[src/rtl/drive_arbiter.sv]
// Drive arbiter: fuses distance, pitch and red-pixel inputs into one committed
// drive command, then ramps speed toward it with an emergency-stop override.
module drive_arbiter #(
  parameter int N_DIST    = 2,
  parameter int DIST_W    = 8,
  parameter int TOO_CLOSE = 20,
  parameter int FREQ_W    = 10,
  parameter int THRESH_W  = 5,
  parameter int HYST      = 2,
  parameter int PERSIST   = 5,
  parameter int RAMP_DIV  = 5000000,
  parameter int MAX_SPEED = 7,
  parameter int PIX_W     = 17,
  parameter int RED_MIN   = 2000
) (
  input  logic                       clk,
  input  logic                       reset,
  input  logic                       enable,
  input  logic [N_DIST*DIST_W-1:0]   distance,
  input  logic [N_DIST-1:0]          dist_valid,
  input  logic [FREQ_W-1:0]          mic_freq,
  input  logic                       freq_valid,
  input  logic [THRESH_W-1:0]        threshold,
  input  logic [PIX_W-1:0]           red_left,
  input  logic [PIX_W-1:0]           red_right,
  input  logic                       frame_done,
  output logic [2:0]                 direction,
  output logic [2:0]                 speed,
  output logic                       cmd_valid,
  output logic                       obstacle,
  output logic [DIST_W-1:0]          min_distance
);

  localparam logic [2:0] DIR_STOP  = 3'd0;
  localparam logic [2:0] DIR_FWD   = 3'd1;
  localparam logic [2:0] DIR_BACK  = 3'd2;
  localparam logic [2:0] DIR_LEFT  = 3'd3;
  localparam logic [2:0] DIR_RIGHT = 3'd4;

  localparam logic [1:0] S_STOP  = 2'd0;
  localparam logic [1:0] S_RAMP  = 2'd1;
  localparam logic [1:0] S_RUN   = 2'd2;
  localparam logic [1:0] S_BRAKE = 2'd3;

  localparam int CNT_W = (PERSIST > 1) ? $clog2(PERSIST + 1) : 1;
  localparam int RC_W  = (RAMP_DIV > 1) ? $clog2(RAMP_DIV) : 1;

  localparam logic [DIST_W-1:0] NEAR_LIM    = DIST_W'(TOO_CLOSE);
  localparam logic [DIST_W-1:0] RETREAT_LIM = DIST_W'(TOO_CLOSE >> 1);
  localparam logic [11:0]       HYST_C      = 12'(HYST);
  localparam logic [PIX_W:0]    RED_MIN_C   = (PIX_W+1)'(RED_MIN);
  localparam logic [CNT_W-1:0]  PERSIST_C   = CNT_W'(PERSIST);
  localparam logic [RC_W-1:0]   RAMP_LAST   = RC_W'(RAMP_DIV - 1);
  localparam logic [2:0]        CRUISE_FAST = 3'(MAX_SPEED);
  localparam logic [2:0]        CRUISE_SLOW = 3'(MAX_SPEED >> 1);

  // ---------------- distance path ----------------
  logic [DIST_W-1:0] dist_lat [N_DIST];
  logic [DIST_W-1:0] min_comb;

  // NOTE: state registers use non-blocking (<=) so every flop samples the
  // pre-edge values of its neighbours regardless of statement order.
  // NOTE: the latch array is a handful of flops, not a RAM, so resetting it
  // costs nothing and gives a defined "nothing seen yet" distance.
  always_ff @(posedge clk) begin
    if (reset) begin
      for (int k = 0; k < N_DIST; k++) dist_lat[k] <= '1;
    end else begin
      for (int k = 0; k < N_DIST; k++)
        if (dist_valid[k]) dist_lat[k] <= distance[k*DIST_W +: DIST_W];
    end
  end

  // NOTE: every always_comb output gets a default first so no path leaves it
  // unassigned, which would otherwise infer a latch.
  always_comb begin
    min_comb = '1;
    for (int k = 0; k < N_DIST; k++)
      if (dist_lat[k] < min_comb) min_comb = dist_lat[k];
  end

  always_ff @(posedge clk) begin
    if (reset) begin
      min_distance <= '1;
      obstacle     <= 1'b0;
    end else begin
      min_distance <= min_comb;
      obstacle     <= (min_comb < NEAR_LIM);
    end
  end

  // ---------------- pitch hysteresis ----------------
  logic        freq_high, freq_high_nxt;
  logic [11:0] thr_ext, f_ext, hi_lim, lo_lim;

  always_comb begin
    thr_ext       = 12'(threshold);
    f_ext         = 12'(mic_freq);
    hi_lim        = thr_ext + HYST_C;
    lo_lim        = (thr_ext > HYST_C) ? (thr_ext - HYST_C) : 12'd0;
    freq_high_nxt = freq_high;
    if (freq_valid) begin
      if (f_ext > hi_lim)      freq_high_nxt = 1'b1;
      else if (f_ext < lo_lim) freq_high_nxt = 1'b0;
    end
  end

  logic [PIX_W-1:0] red_l, red_r;

  always_ff @(posedge clk) begin
    if (reset) begin
      freq_high <= 1'b0;
      red_l     <= '0;
      red_r     <= '0;
    end else begin
      freq_high <= freq_high_nxt;
      if (frame_done) begin
        red_l <= red_left;
        red_r <= red_right;
      end
    end
  end

  // ---------------- candidate request ----------------
  // The candidate sees the pitch decision of the sample being taken, so the
  // sample that raises freq_high already counts toward persistence.
  logic [2:0]     cand;
  logic           safety;
  logic [PIX_W:0] red_sum;

  always_comb begin
    red_sum = {1'b0, red_l} + {1'b0, red_r};
    safety  = 1'b1;
    cand    = DIR_STOP;
    if (min_distance < RETREAT_LIM) begin
      cand = DIR_BACK;
    end else if (obstacle) begin
      cand = DIR_STOP;
    end else begin
      safety = 1'b0;
      if (!enable || !freq_high_nxt) cand = DIR_STOP;
      else if (red_sum < RED_MIN_C)  cand = DIR_FWD;
      else if (red_l > red_r)        cand = DIR_LEFT;
      else                           cand = DIR_RIGHT;
    end
  end

  // ---------------- persistence filter ----------------
  logic [2:0]       pending, req;
  logic [CNT_W-1:0] pcnt, pcnt_nxt;

  always_comb begin
    pcnt_nxt = CNT_W'(1);
    if (cand == pending)
      pcnt_nxt = (pcnt == PERSIST_C) ? pcnt : pcnt + 1'b1;
  end

  // Safety requests commit at once and restart persistence, so leaving the
  // safety region always needs a full run of fresh samples.
  always_ff @(posedge clk) begin
    if (reset) begin
      pending <= DIR_STOP;
      pcnt    <= '0;
      req     <= DIR_STOP;
    end else if (safety) begin
      pending <= cand;
      pcnt    <= '0;
      req     <= cand;
    end else if (freq_valid) begin
      pending <= cand;
      pcnt    <= pcnt_nxt;
      if (pcnt_nxt == PERSIST_C) req <= cand;
    end
  end

  // ---------------- speed ramp FSM ----------------
  logic [1:0]      state;
  logic [RC_W-1:0] ramp_cnt;
  logic            tick, estop;
  logic [2:0]      target;
  logic [5:0]      last_cmd;

  always_comb begin
    tick   = (ramp_cnt == RAMP_LAST);
    estop  = obstacle && (direction == DIR_FWD || direction == DIR_LEFT ||
                          direction == DIR_RIGHT);
    target = CRUISE_SLOW;
    if (req == DIR_STOP)     target = 3'd0;
    else if (req == DIR_FWD) target = CRUISE_FAST;
  end

  always_ff @(posedge clk) begin
    if (reset) begin
      state     <= S_STOP;
      direction <= DIR_STOP;
      speed     <= 3'd0;
      ramp_cnt  <= '0;
    end else begin
      ramp_cnt <= tick ? '0 : ramp_cnt + 1'b1;
      if (estop) begin
        state     <= S_STOP;
        direction <= DIR_STOP;
        speed     <= 3'd0;
      end else begin
        case (state)
          S_STOP: begin
            if (req != DIR_STOP) begin
              direction <= req;
              speed     <= 3'd1;
              state     <= S_RAMP;
              ramp_cnt  <= '0;
            end
          end
          S_RAMP: begin
            // A direction change must brake through zero, never ramp sideways.
            if (req != direction || target < speed) begin
              state    <= S_BRAKE;
              ramp_cnt <= '0;
            end else if (speed == target) begin
              state <= S_RUN;
            end else if (tick) begin
              speed <= speed + 3'd1;
            end
          end
          S_RUN: begin
            if (req != direction) begin
              state    <= S_BRAKE;
              ramp_cnt <= '0;
            end
          end
          S_BRAKE: begin
            if (req == direction) begin
              state    <= S_RAMP;
              ramp_cnt <= '0;
            end else if (tick) begin
              if (speed <= 3'd1) begin
                speed     <= 3'd0;
                direction <= DIR_STOP;
                state     <= S_STOP;
              end else begin
                speed <= speed - 3'd1;
              end
            end
          end
          default: state <= S_STOP;
        endcase
      end
    end
  end

  always_ff @(posedge clk) begin
    if (reset) begin
      last_cmd  <= '0;
      cmd_valid <= 1'b0;
    end else begin
      last_cmd  <= {direction, speed};
      cmd_valid <= ({direction, speed} != last_cmd);
    end
  end

endmodule

[config.mk]
export PLATFORM = sky130hd
export DESIGN_NAME = drive_arbiter
export DESIGN_NICKNAME = d
export VERILOG_FILES = /design/src/rtl/drive_arbiter.sv
export SDC_FILE = /design/constraint.sdc
export NUM_CORES = 1
export LEC_CHECK = 0
export BUFFER_PORTS_ARGS = -buffer_cell sky130_fd_sc_hd__buf_4
export CORE_MARGIN = 2
export CORE_UTILIZATION = 30
export DETAILED_ROUTE_END_ITERATION = 7
export HOLD_SLACK_MARGIN = 0.12
export PLACE_DENSITY = 0.48
export SYNTH_ARGS = -nofsm -noshare
export SYNTH_HDL_FRONTEND = slang
export SYNTH_SLANG_ARGS = --single-unit
[constraint.sdc]
create_clock -name clk -period 2.8 [get_ports clk]
set_input_delay 0 -clock clk [delete_from_list [all_inputs] [get_ports clk]]
set_output_delay 0 -clock clk [all_outputs]
set_load 0.01 [all_outputs]
* Word-level counts from Yosys, hierarchy flattened *
Memory sizes are Yosys's and may differ from the RTL's.
Index checks and enable logic that the tools add are counted.

operators by class
  add/sub/neg operators = 7
  $lt $le $gt $ge = 11
  eq/ne operators = 26
  multiplexer cells = 60
  bitwise operators = 2
  reduce and logical (&&, ||, !) cells = 20

operator list
  kind                     number
  $mux W23                 6
  $pmux W23 S4             1
  $mux W3                  25
  $mux W8                  4
  $add A23 B1 Y23 const B  1
  $eq A23 B23 Y1 const B   1
  $add A17 B17 Y18         1
  $lt A18 B11 Y1 const B   1
  $gt A17 B17 Y1           1
  $ne A2 B2 Y1 const B     8
  $mux W2                  7
  $mux W1                  13
  $lt A10 B12 Y1           1
  $mux W12                 1
  $gt A10 B6 Y1            1
  $reduce_and A5 Y1        2
  $eq A3 B3 Y1             3
  $eq A3 B3 Y1 const B     3
  $ne A3 B3 Y1 const B     3
  $pmux W3 S3              1
  $lt A8 B4 Y1 const B     1
  $lt A8 B5 Y1 const B     1
  $lt A8 B8 Y1             1
  $lt A8 B8 Y1 const B     1
  other kinds (26)         38

storage, ports and cells
  flip-flop bits (word level) = 91
  RAM bits = 16
  input port bits = 72
  memories kept = 1

memories
  memory    depth  bits a word  rd ports  clocked after Yosys merged registers in  wr ports  RTL line  text
  dist_lat  2      8            2         0                                        2         58        logic [DIST_W-1:0] dist_lat [N_DIST];

* Logic depth before layout (Yosys ltp) *
Gate-level depths: netlist (run 1).

  word-level depth = 17
  gate-level depth with buffers = 16

* Least setup slack after synthesis (run 1) *
No wires, ideal clock.

  path kind = register to register
  from = reg red_r[10]
  to = reg req[1]
  setup time = 0.123 ns
  data arrival time = 2.959 ns
  required time = 2.677 ns
  setup slack = -0.282 ns
  cell stages (with the launch flop) = 15
  path buffers = 1
  period minus slack after synthesis = 3.082 ns
  path through = dfxtp_1 -> inv_1 -> ha_1 -> buf_6 -> nand2b_4 -> a221o_1 -> a221oi_2 -> a31o_2 -> nor3_1 -> nor4b_4 -> a31oi_2 -> mux2i_1 -> o22ai_2 -> o21bai_1 -> mux2_1

between the ends
  word-level cells in the longest chain between the ends = 11

RTL lines
  what                                                RTL line  text
  from (decl)                                         108       logic [PIX_W-1:0] red_l, red_r;
  from (signal assigned)                              119       red_r <= red_right;
  $add A17 B17 Y18 or $gt A17 B17 Y1 (tied branches)  132, 143
  $lt A18 B11 Y1 or $mux W3 (tied branches)           142, 143
  $mux W3 (*)                                         142       else if (red_sum < RED_MIN_C) cand = DIR_FWD;
  $mux W3 (*)                                         141       if (!enable || !freq_high_nxt) cand = DIR_STOP;
  $mux W3 (*)                                         137       end else if (obstacle) begin
  $mux W3 (*)                                         135       if (min_distance < RETREAT_LIM) begin
  $eq A3 B3 Y1                                        154       if (cand == pending)
  $mux W3                                             154
  $eq A3 B3 Y1                                        172       if (pcnt_nxt == PERSIST_C) req <= cand;
  $reduce_bool A2 Y1 (no line)                        -
  $reduce_and A2 Y1 (no line)                         -
  to (signal assigned)                                168       req <= cand;
  to (signal assigned)                                172
  to (decl)                                           149       logic [2:0] pending, req;

Every way passes the cells marked *; elsewhere a longest branch is shown, timed or not. The select of a mux whose other input is x is not followed.
A chain may end at the register's enable or synchronous reset.

* Final worst setup path (run 1) *
  from = reg red_l[15]
  to = reg req[2]

between the ends
  word-level cells in the longest chain between the ends = 11

RTL lines
  what                                                RTL line  text
  from (decl)                                         108
  from (signal assigned)                              118       red_l <= red_left;
  $add A17 B17 Y18 or $gt A17 B17 Y1 (tied branches)  132, 143
  $lt A18 B11 Y1 or $mux W3 (tied branches)           142, 143
  $mux W3 (*)                                         142
  $mux W3 (*)                                         141
  $mux W3 (*)                                         137
  $mux W3 (*)                                         135
  $eq A3 B3 Y1                                        154
  $mux W3                                             154
  $eq A3 B3 Y1                                        172
  $reduce_bool A2 Y1 (no line)                        -
  $reduce_and A2 Y1 (no line)                         -

Marked as above.

==> results of run 1 <==
## cell families after synthesis
group,count (synthesis),synth area share [%]
AO/OA/AOI/OAI,145,15.03
buffers and inverters,85,5.138
adder cells (fa/ha/maj),71,12.89
AND/OR/NAND/NOR,293,22.08
flip-flops,107,33.41
multiplexers,46,6.754
XOR/XNOR,37,4.702
## synth_stat cells, types with 14 or more instances
cell | n | area [sq um]
inv_1 | 56 | 210.2
a21oi_1 | 25 | 125.1
nand2_1 | 37 | 138.9
clkbuf_1 | 15 | 56.30
nor2b_1 | 15 | 93.84
and3_1 | 18 | 112.6
nor3_1 | 14 | 70.07
ha_1 | 71 | 888.4
o21ai_0 | 24 | 120.1
mux2i_1 | 42 | 420.4
xnor2_1 | 19 | 166.4
nand3_1 | 28 | 140.1
dfxtp_1 | 91 | 1822
xor2_1 | 18 | 157.7
nor2_1 | 107 | 401.6
or2_2 | 18 | 112.6
edfxtp_1 | 16 | 480.5
## final cells by class
cell class	count	share of cell area, %
multi-input combinational	593	46.44
sequential	107	23.02
timing repair buffer	272	21.75
tap	285	3.539
clock buffer	10	2.272
inverter	58	2.160
clock inverter	6	0.8195
## state kept, by name, indices dropped and copies added (netlist names)
name,flops
req,3
red_l,17
pcnt,3
dist_lat,16
ramp_cnt,23
cmd_valid,1
min_distance,8
last_cmd,6
obstacle,1
pending,3
red_r,17
direction,3
speed,3
state,2
freq_high,1
## path summary, 6_finish.rpt
check / to / depth (start not counted) / start
hold / removal: freq_high / 5 / mic_freq[6]
hold reg to reg: ramp_cnt[0] / 1 / ramp_cnt[0]
setup / recovery: req[2] / 13 / red_l[15]
setup reg to reg: req[2] / 13 / red_l[15]
## routing by layer
layer  up-vias  track usage, %  part of all wire, %
met5         -               0                    0
met4         0           4.718                  1.4
met3        18           2.167                  2.3
met2        80           25.45                   48
met1      2894           20.34                   49
li1       3288               -                    -
## report_power, final
part	switching (mW)	internal (mW)	total (mW)
clock	0.651	0.716	1.37
combinational	0.640	0.718	1.36
sequential	0.0839	1.67	1.75
total	1.37	3.10	4.48
## worst max-delay path: stages, from the launching register on
cell and delay [ns]:
dfxtp_2 0.34, buf_4 0.13, ha_1 0.22, or3_2 0.46, o32a_1 0.19, o31a_1 0.10
a211o_1 0.26, nor4b_4 0.30, buf_4 0.17, a31oi_4 0.08, mux2i_2 0.24, o22ai_2 0.16
or4_4 0.43, a21oi_2 0.13
## stage by stage
step           worst slack [ns]  hold WS [ns]  instance area [sq um]  TNS [ns]  power (mW)
2_1_floorplan           -0.2625        0.1467                   6918    -1.173       2.456
3_3_place_gp            -0.5559        0.2354                   8594    -3.512       2.924
3_5_place_dp            -0.6164        0.2421                   8594    -3.817       2.921
4_1_cts                 -0.4592        0.1217                   9862    -2.641       4.479
5_1_grt                 -0.6720        0.1797                  10080    -4.364       4.770
6_report                -0.4994        0.1403                  10080    -2.879       4.479
## timing repair
action	in CTS	in global routing
hold endpoints to repair	79	0
endpoints found under the setup margin	9	14
hold buffers	55	0
resized for setup	63	31
gates cloned	1	0
buffers inserted	14	8
pin swaps	18	25
==> metrics.txt, run 1 <==
clk_lat worst skew 0.36 ns; post-detail-place hpwl 13210 um; Num CTS Buffers 9; total gr overflow 0; flop2flop setup slack -0.50 ns; via count 6280; n_diodes 0; cell count after placement 1236; Leak 4.462 nW; input/output buffers 87; first-pass GRT wire length 29770 um; Die ar. 0.02420 sq mm; vias in the first global route 6076; Tcrit/Tclk final 117.8%; Syn Inst Count 784; chip height 155.6 um; Fillers 2234; Final Hold Vio Count 0; Tot GR Track Use 15.22%; initial antenna violation count 0; run status finished with violations; CTS Buffer Depth 2; setup slack after layout -0.4994 ns; CP Data Arrival Time 3.59 ns; root buffer cell clkbuf_16; Routed WL 18110 um; Slew Limit Fails 0; Critical Path Sink Type flop; Die W 155.6 um; crit path launch type flop; most common cell after layout, fill and taps aside buf_4; Synth Flop Type dfxtp_1; DRT Pass-1 Iters 5; vias per cell 4.718; IO Pins 88; relative slew slack 57.45%; multi-input logic area 0.004679 sq mm; Cell Count, Final, Fillers Out 1331; Power per Cell Area 444.4 mW/mm^2; maximum VDD drop 0.3134 mV; Register Area 0.002320 sq mm; most frequent cells in the layout buf_4 (212), nor2_1 (101), dfxtp_1 (79); critical path required time 3.09 ns; TritonCTS clock tree built; syn_nets 927; final setup fails 8; max cap viols 0; post-synthesis cell type count 83; antenna viol nets, final 0; Synth Register Bits 107; Max Fclk 0.3031 GHz; clk slew on worst S/H paths 0.08 ns; register area share after synthesis 33.41%; final period demand of the worst path 3.299 ns; fraction of layout cells with a size suffix above 1 33.17%; CTS Sinks 107; Post-synth ARST share 0%; CP Max Fanout 5; Layout Utilization 44.65%; Post-route DRC 0; failing checks setup timing; starting density of the core 30.53%; htree depth 3; FP Rows 55; slew of the pin with the lowest slew margin 0.6315 ns; RSZ-0062 raised after global routing true; drt wl/cell 13.60 um; core area 0.02257 sq mm; synthesized area per cell 8.790 sq um; Post-synth EDFFs 16; Netlist Area Pre-Place 0.006892 sq mm; largest net degree at the start of global routing 51; Setup CP Type reg -> reg; 1st-iter DRT viols 166; P&R area growth vs syn 46.22%; clk_skew 0.01578 ns; Worst Hold Class in -> reg; nets@finish 1184; Routability Congestion 0.8211; Syn. warnings 0
Power figures use the tool's default switching activity.
==> run 2, diff against run 1 <==
CORE_MARGIN = not set   (was 2)
SKIP_LAST_GASP = 1   (was not set)
==> run 2 against run 1 <==
The run ends with DRC, setup timing left. Non-clock buffer count decreased by 7. Clock power about the same. Maximum frequency decreased by 0.69%. Utilization decreased by 0.078 points. Clock skew increased by 0.00066 ns. Count of clock-buffer cells in the layout unchanged. Die area decreased by 2.6%. Via count increased by 1.4%. Setup slack got worse by 0.023 ns. Register-to-register slack got worse by 0.02 ns. Sequential share of layout area about the same. Critical path type unchanged. Highest routed layer unchanged.
==> metrics.txt, run 2 (synthesized netlist as in run 1, its figures left out) <==
Tot GR Track Use 16.10% (was 15.22%); Largest stage delay, worst path 0.42 ns (was 0.46 ns); Critical Path Sink Type flop (unchanged); chip height 153.6 um (was 155.6 um); Worst R2R Start red_r[10] (was red_l[15]); most frequent cells in the layout buf_4 (207), nor2_1 (103), dfxtp_1 (81) (was buf_4 (212), nor2_1 (101), dfxtp_1 (79)); Routability Congestion 0.8003 (was 0.8211); CTS Buffer Depth 2 (unchanged); IO Pins 88 (unchanged); vias per cell 4.809 (was 4.718); core area 0.02257 sq mm (unchanged); crit path launch type flop (unchanged); Hold Crit Endpoint freq_high (unchanged); input/output buffers 87 (unchanged); Largest Register ramp_cnt (unchanged); drt wl/cell 14.04 um (was 13.60 um); n_diodes 0 (unchanged); Worst Hold Class in -> reg (unchanged); Post-route DRC 2 (was 0); max cap viols 0 (unchanged); maximum VDD drop 0.2711 mV (was 0.3134 mV); clk_skew 0.01645 ns (was 0.01578 ns); Tot Pwr 4.496 mW (was 4.479 mW); Slew Limit Fails 0 (unchanged); nets@finish 1177 (was 1184); final period demand of the worst path 3.322 ns (was 3.299 ns); failing checks DRC, setup timing (was setup timing); Tcrit/Tclk final 118.7% (was 117.8%); Die W 153.6 um (was 155.6 um); CP Data Arrival Time 3.61 ns (was 3.59 ns); RSZ-0062 raised after global routing true (unchanged); Routed WL 18590 um (was 18110 um); starting density of the core 30.53% (unchanged); initial antenna violation count 0 (unchanged); reg-to-reg endpoint req[2] (unchanged); cell count after placement 1234 (was 1236); antenna viol nets, final 0 (unchanged); worst-case reg-to-reg path depth 13 (unchanged); slew of the pin with the lowest slew margin 1.154 ns (was 0.6315 ns); Final Hold Vio Count 0 (unchanged); Setup CP Type reg -> reg (unchanged); clk slew on worst S/H paths 0.08 ns (about the same); DRT Pass-1 Iters 6 (was 5); P&R area growth vs syn 45.97% (was 46.22%); top flop regs ramp_cnt x23, red_l x17, red_r x17 (unchanged); flop2flop setup slack -0.52 ns (was -0.50 ns); root buffer cell clkbuf_16 (unchanged); slowest library cell on the worst path or4_1 (was or3_2); final setup fails 9 (was 8); run status finished with violations (unchanged); critical path required time 3.09 ns (about the same); Num CTS Buffers 9 (unchanged); vias in the first global route 6248 (was 6076); largest net degree at the start of global routing 51 (unchanged); hold path startpoint mic_freq[6] (unchanged); CP Max Fanout 5 (unchanged); max reg flops 23 (unchanged); CTS Sinks 107 (unchanged); setup slack after layout -0.5223 ns (was -0.4994 ns); post-detail-place hpwl 13330 um (was 13210 um); worst path cell trace inv_2 -> ha_4 -> nand2b_4 -> a221o_1 -> a311oi_2 -> o21ai_1 -> a211oi_2 -> and3b_2 -> nand3_4 -> a211oi_4 -> o22ai_4 -> or4_1 -> a21oi_1 (was buf_4 -> ha_1 -> or3_2 -> o32a_1 -> o31a_1 -> a211o_1 -> nor4b_4 -> buf_4 -> a31oi_4 -> mux2i_2 -> o22ai_2 -> or4_4 -> a21oi_2); FP Rows 55 (unchanged); Die ar. 0.02358 sq mm (was 0.02420 sq mm); final hold slack 0.1451 ns (was 0.1403 ns); hold-critical path depth 5 (unchanged); htree depth 3 (unchanged); clk_lat worst skew 0.37 ns (was 0.36 ns); total gr overflow 0 (unchanged); Max Fclk 0.3010 GHz (was 0.3031 GHz); Fillers 2207 (was 2234); most common cell after layout, fill and taps aside buf_4 (unchanged); Power per Cell Area 446.9 mW/mm^2 (was 444.4 mW/mm^2); Cell Count, Final, Fillers Out 1324 (was 1331); TritonCTS clock tree built (unchanged); first-pass GRT wire length 30750 um (was 29770 um); 1st-iter DRT viols 219 (was 166); Leak 4.449 nW (was 4.462 nW); relative slew slack 22.27% (was 57.45%); via count 6367 (was 6280); fraction of layout cells with a size suffix above 1 31.95% (was 33.17%)
[run 2: changes by cell type in the layout (fill, tap and decap cells not counted), moves of 3 or more]
cell     delta
a21oi_1     +3
a21oi_2     -3
buf_4       -5
ha_4        +3
nor3_2      -3
[run 2: power by group]
group | internal (mW) | total, mW | switching, mW
logic | 0.712 | 1.37 | 0.653
registers | 1.67 | 1.75 | 0.0848
clock network | 0.728 | 1.38 | 0.647
total | 3.11 | 4.50 | 1.39
[run 2: timing repair]
| item | CTS | global route |
|---|---|---|
| hold buffers | 54 | 0 |
| buffers inserted | 13 | 7 |
| pin swaps | 19 | 22 |
| gates cloned | 1 | 0 |
| endpoints found under the setup margin | 9 | 10 |
| gates resized for setup | 55 | 35 |
| hold endpoints to repair | 78 | 0 |
[run 2: layout make-up]
type | instances | area, sq um | area share (%)
well taps | 285 | 356.6 | 3.545
clock buffers | 10 | 239.0 | 2.376
repair buffers | 265 | 2140 | 21.27
clock inverters | 6 | 70.07 | 0.6965
flip-flops and latches | 107 | 2315 | 23.01
multi-input cells | 593 | 4722 | 46.94
inverters | 58 | 217.7 | 2.164
[run 2: metrics by stage]
step / area [sq um] / setup TNS [ns] / util, % / worst slack, ns
floorplan: 6918 / -1.173 / - / -0.2625
global placement: 8579 / -3.120 / 38.01 / -0.5057
detailed placement: 8579 / -4.048 / 38.01 / -0.6487
CTS: 9834 / -2.701 / 43.57 / -0.4674
global route: 10060 / -4.760 / 44.57 / -0.6951
finish: 10060 / -3.222 / 44.57 / -0.5223
[run 2: worst max-delay path by stage]
stage / cells after the start / to / slack, ns / start
after global routing: 14 / req[1] / -0.70 / red_r[10]
final: 13 / req[2] / -0.52 / red_r[10]
after CTS: 13 / req[2] / -0.47 / red_r[8]
after floorplan: 14 / req[1] / -0.26 / red_r[10]
after global placement: 12 / req[1] / -0.51 / red_r[11]
after detailed placement: 13 / pcnt[2] / -0.65 / red_r[11]
[run 2: critical path, delay by kind of cell (launching register included)]
kind                     cells  cell delay, ns
AND/OR/NAND/NOR              4            0.98
buffers and inverters        1            0.04
adder cells (fa/ha/maj)      1            0.26
AO/OA/AOI/OAI                7            1.62
flip-flops                   1            0.34
[run 2: routing by layer]
metal  GRT usage (%)  part of all wire, %
met1           21.00                   48
met2           27.53                   48
met3           2.001                  2.3
met4           5.095                  1.3
met5               0                    0
==> run 3, diff against run 2 <==
MAX_ROUTING_LAYER = met4   (was not set)
==> run 3 against run 2 <==
The run still ends with DRC, setup timing left. Critical path depth is the same. Via count is essentially flat. Highest routed layer unchanged. Die area is the same. Total power is essentially flat. Largest cell class unchanged. Setup slack gained 0.0025 ns. Largest power group unchanged.
==> metrics.txt, run 3 (synthesized netlist as in run 1, its figures left out) <==
run status finished with violations (unchanged); failing checks DRC, setup timing (unchanged); hold path startpoint mic_freq[6] (unchanged); Tcrit/Tclk final 118.6% (was 118.7%); Setup CP Type reg -> reg (unchanged); power share of the clock group 30.6% (about the same); Sequential Power Share 39.0% (about the same); Routability Congestion 0.8118 (was 0.8003); starting density of the core 30.53% (unchanged); clk_skew 0.01390 ns (was 0.01645 ns); drt wl/cell 14.06 um (was 14.04 um); CP Data Arrival Time 3.61 ns (about the same); Gate power share 30.4% (about the same); largest net degree at the start of global routing 51 (unchanged); Tot GR Track Use 16.58% (was 16.10%); 1st-iter DRT viols 229 (was 219); RSZ-0062 raised after global routing true (unchanged); vias per cell 4.807 (was 4.809); top flop regs ramp_cnt x23, red_l x17, red_r x17 (unchanged); via count 6365 (was 6367); final setup fails 9 (unchanged); htree depth 3 (unchanged); Power per Cell Area 446.9 mW/mm^2 (about the same); Max Fclk 0.3012 GHz (was 0.3010 GHz); clk_lat worst skew 0.36 ns (was 0.37 ns); TritonCTS clock tree built (unchanged); critical path required time 3.09 ns (about the same); DRT Pass-1 Iters 6 (unchanged); most common cell after layout, fill and taps aside buf_4 (unchanged); Critical Path Sink Type flop (unchanged); crit path launch type flop (unchanged); final setup TNS -3.207 ns (was -3.222 ns); Num CTS Buffers 9 (unchanged); flop2flop setup slack -0.52 ns (about the same); most frequent cells in the layout buf_4 (207), nor2_1 (103), dfxtp_1 (81) (unchanged); max reg flops 23 (unchanged); hold-critical path depth 5 (unchanged); total gr overflow 0 (unchanged); root buffer cell clkbuf_16 (unchanged); Die W 153.6 um (unchanged); Worst Hold Class in -> reg (unchanged); Post-route DRC 2 (unchanged); slew of the pin with the lowest slew margin 1.154 ns (about the same); Int Pwr 3.110 mW (about the same); sw power 1.386 mW (about the same); worst-case reg-to-reg path depth 13 (unchanged); core area 0.02257 sq mm (unchanged); Hold Crit Endpoint freq_high (unchanged); chip height 153.6 um (unchanged); clk slew on worst S/H paths 0.08 ns (about the same); post-detail-place hpwl 13330 um (unchanged); max cap viols 0 (unchanged); CTS Sinks 107 (unchanged); Routed WL 18610 um (was 18590 um); reg-to-reg endpoint req[2] (unchanged); P&R area growth vs syn 45.97% (unchanged); Layout Utilization 44.57% (unchanged); relative slew slack 22.26% (was 22.27%); setup slack after layout -0.5198 ns (was -0.5223 ns); FP Rows 55 (unchanged); Worst R2R Start red_r[10] (unchanged); final period demand of the worst path 3.320 ns (was 3.322 ns); nets@finish 1177 (unchanged); Fillers 2207 (unchanged); input/output buffers 87 (unchanged); Largest Register ramp_cnt (unchanged); first-pass GRT wire length 30730 um (was 30750 um); n_diodes 0 (unchanged); maximum VDD drop 0.2714 mV (was 0.2711 mV); Switching Fraction 30.82% (about the same); fraction of layout cells with a size suffix above 1 31.95% (unchanged); initial antenna violation count 0 (unchanged); Leak 4.449 nW (unchanged); CP Max Fanout 5 (unchanged); vias in the first global route 6242 (was 6248); CTS Buffer Depth 2 (unchanged); IO Pins 88 (unchanged); Die ar. 0.02358 sq mm (unchanged); antenna viol nets, final 0 (unchanged); Final Hold Vio Count 0 (unchanged); Slew Limit Fails 0 (unchanged)
run 3: final cells by class:
| type | count | area (sq um) | share of cell area [%] |
|---|---|---|---|
| Timing Repair Buffer | 265 | 2140 | 21.27 |
| Clock buffer | 10 | 239.0 | 2.376 |
| Sequential cell | 107 | 2315 | 23.01 |
| Inverter | 58 | 217.7 | 2.164 |
| Tap cell | 285 | 356.6 | 3.545 |
| Clock inverter | 6 | 70.07 | 0.6965 |
| Multi-Input combinational cell | 593 | 4722 | 46.94 |
run 3: stage by stage:
| step | std cells | power, mW | hold slack, ns | instance area [sq um] | worst slack (ns) |
|---|---|---|---|---|---|
| 6_report | 1324 | 4.496 | 0.1441 | 10060 | -0.5198 |
| 5_1_grt | 1324 | 4.755 | 0.1891 | 10060 | -0.6951 |
| 3_3_place_gp | 1234 | 2.924 | 0.2369 | 8579 | -0.5057 |
| 3_5_place_dp | 1234 | 2.922 | 0.2425 | 8579 | -0.6487 |
| 2_1_floorplan | 784 | 2.456 | 0.1467 | 6918 | -0.2625 |
| 4_1_cts | 1318 | 4.466 | 0.1256 | 9834 | -0.4674 |
run 3: power by group through the flow:
stage / clock network, mW / logic (mW) / registers, mW
after detailed placement: 0 / 1.14 / 1.78
final: 1.38 / 1.36 / 1.75
after CTS: 1.42 / 1.29 / 1.75
after global placement: 0 / 1.14 / 1.78
after global routing: 1.47 / 1.52 / 1.77
after floorplan: 0 / 0.674 / 1.78
run 3: metal layers:
metal / wire length (um) / track usage [%]
met4: 248 / 5.095
met3: 430 / 2.001
met2: 8912 / 27.58
met1: 9019 / 20.95
met5: 0 / -
run 3: repair_timing:
item | 4_1_cts | 5_1_grt
hold buffers | 54 | 0
buffers inserted | 13 | 7
cloned | 1 | 0
gates resized for setup | 55 | 35
pin swaps | 19 | 22
endpoints found under the setup margin | 9 | 10
endpoints found under the hold margin | 78 | 0
run 3: how the worst max path moves through the flow:
stage | slack, ns | start | endpoint | cells after the start
after floorplan | -0.26 | red_r[10] | req[1] | 14
after global placement | -0.51 | red_r[11] | req[1] | 12
after detailed placement | -0.65 | red_r[11] | pcnt[2] | 13
after CTS | -0.47 | red_r[8] | req[2] | 13
after global routing | -0.70 | red_r[10] | req[1] | 14
final | -0.52 | red_r[10] | req[2] | 13
run 3: critical path, cell delays in order, from the launching register on:
cell      delay (ns)
dfxtp_2         0.34
inv_2           0.04
ha_4            0.26
nand2b_4        0.14
a221o_1         0.39
a311oi_2        0.29
o21ai_1         0.11
a211oi_2        0.29
and3b_2         0.31
nand3_4         0.11
a211oi_4        0.27
o22ai_4         0.14
or4_1           0.42
a21oi_1         0.13
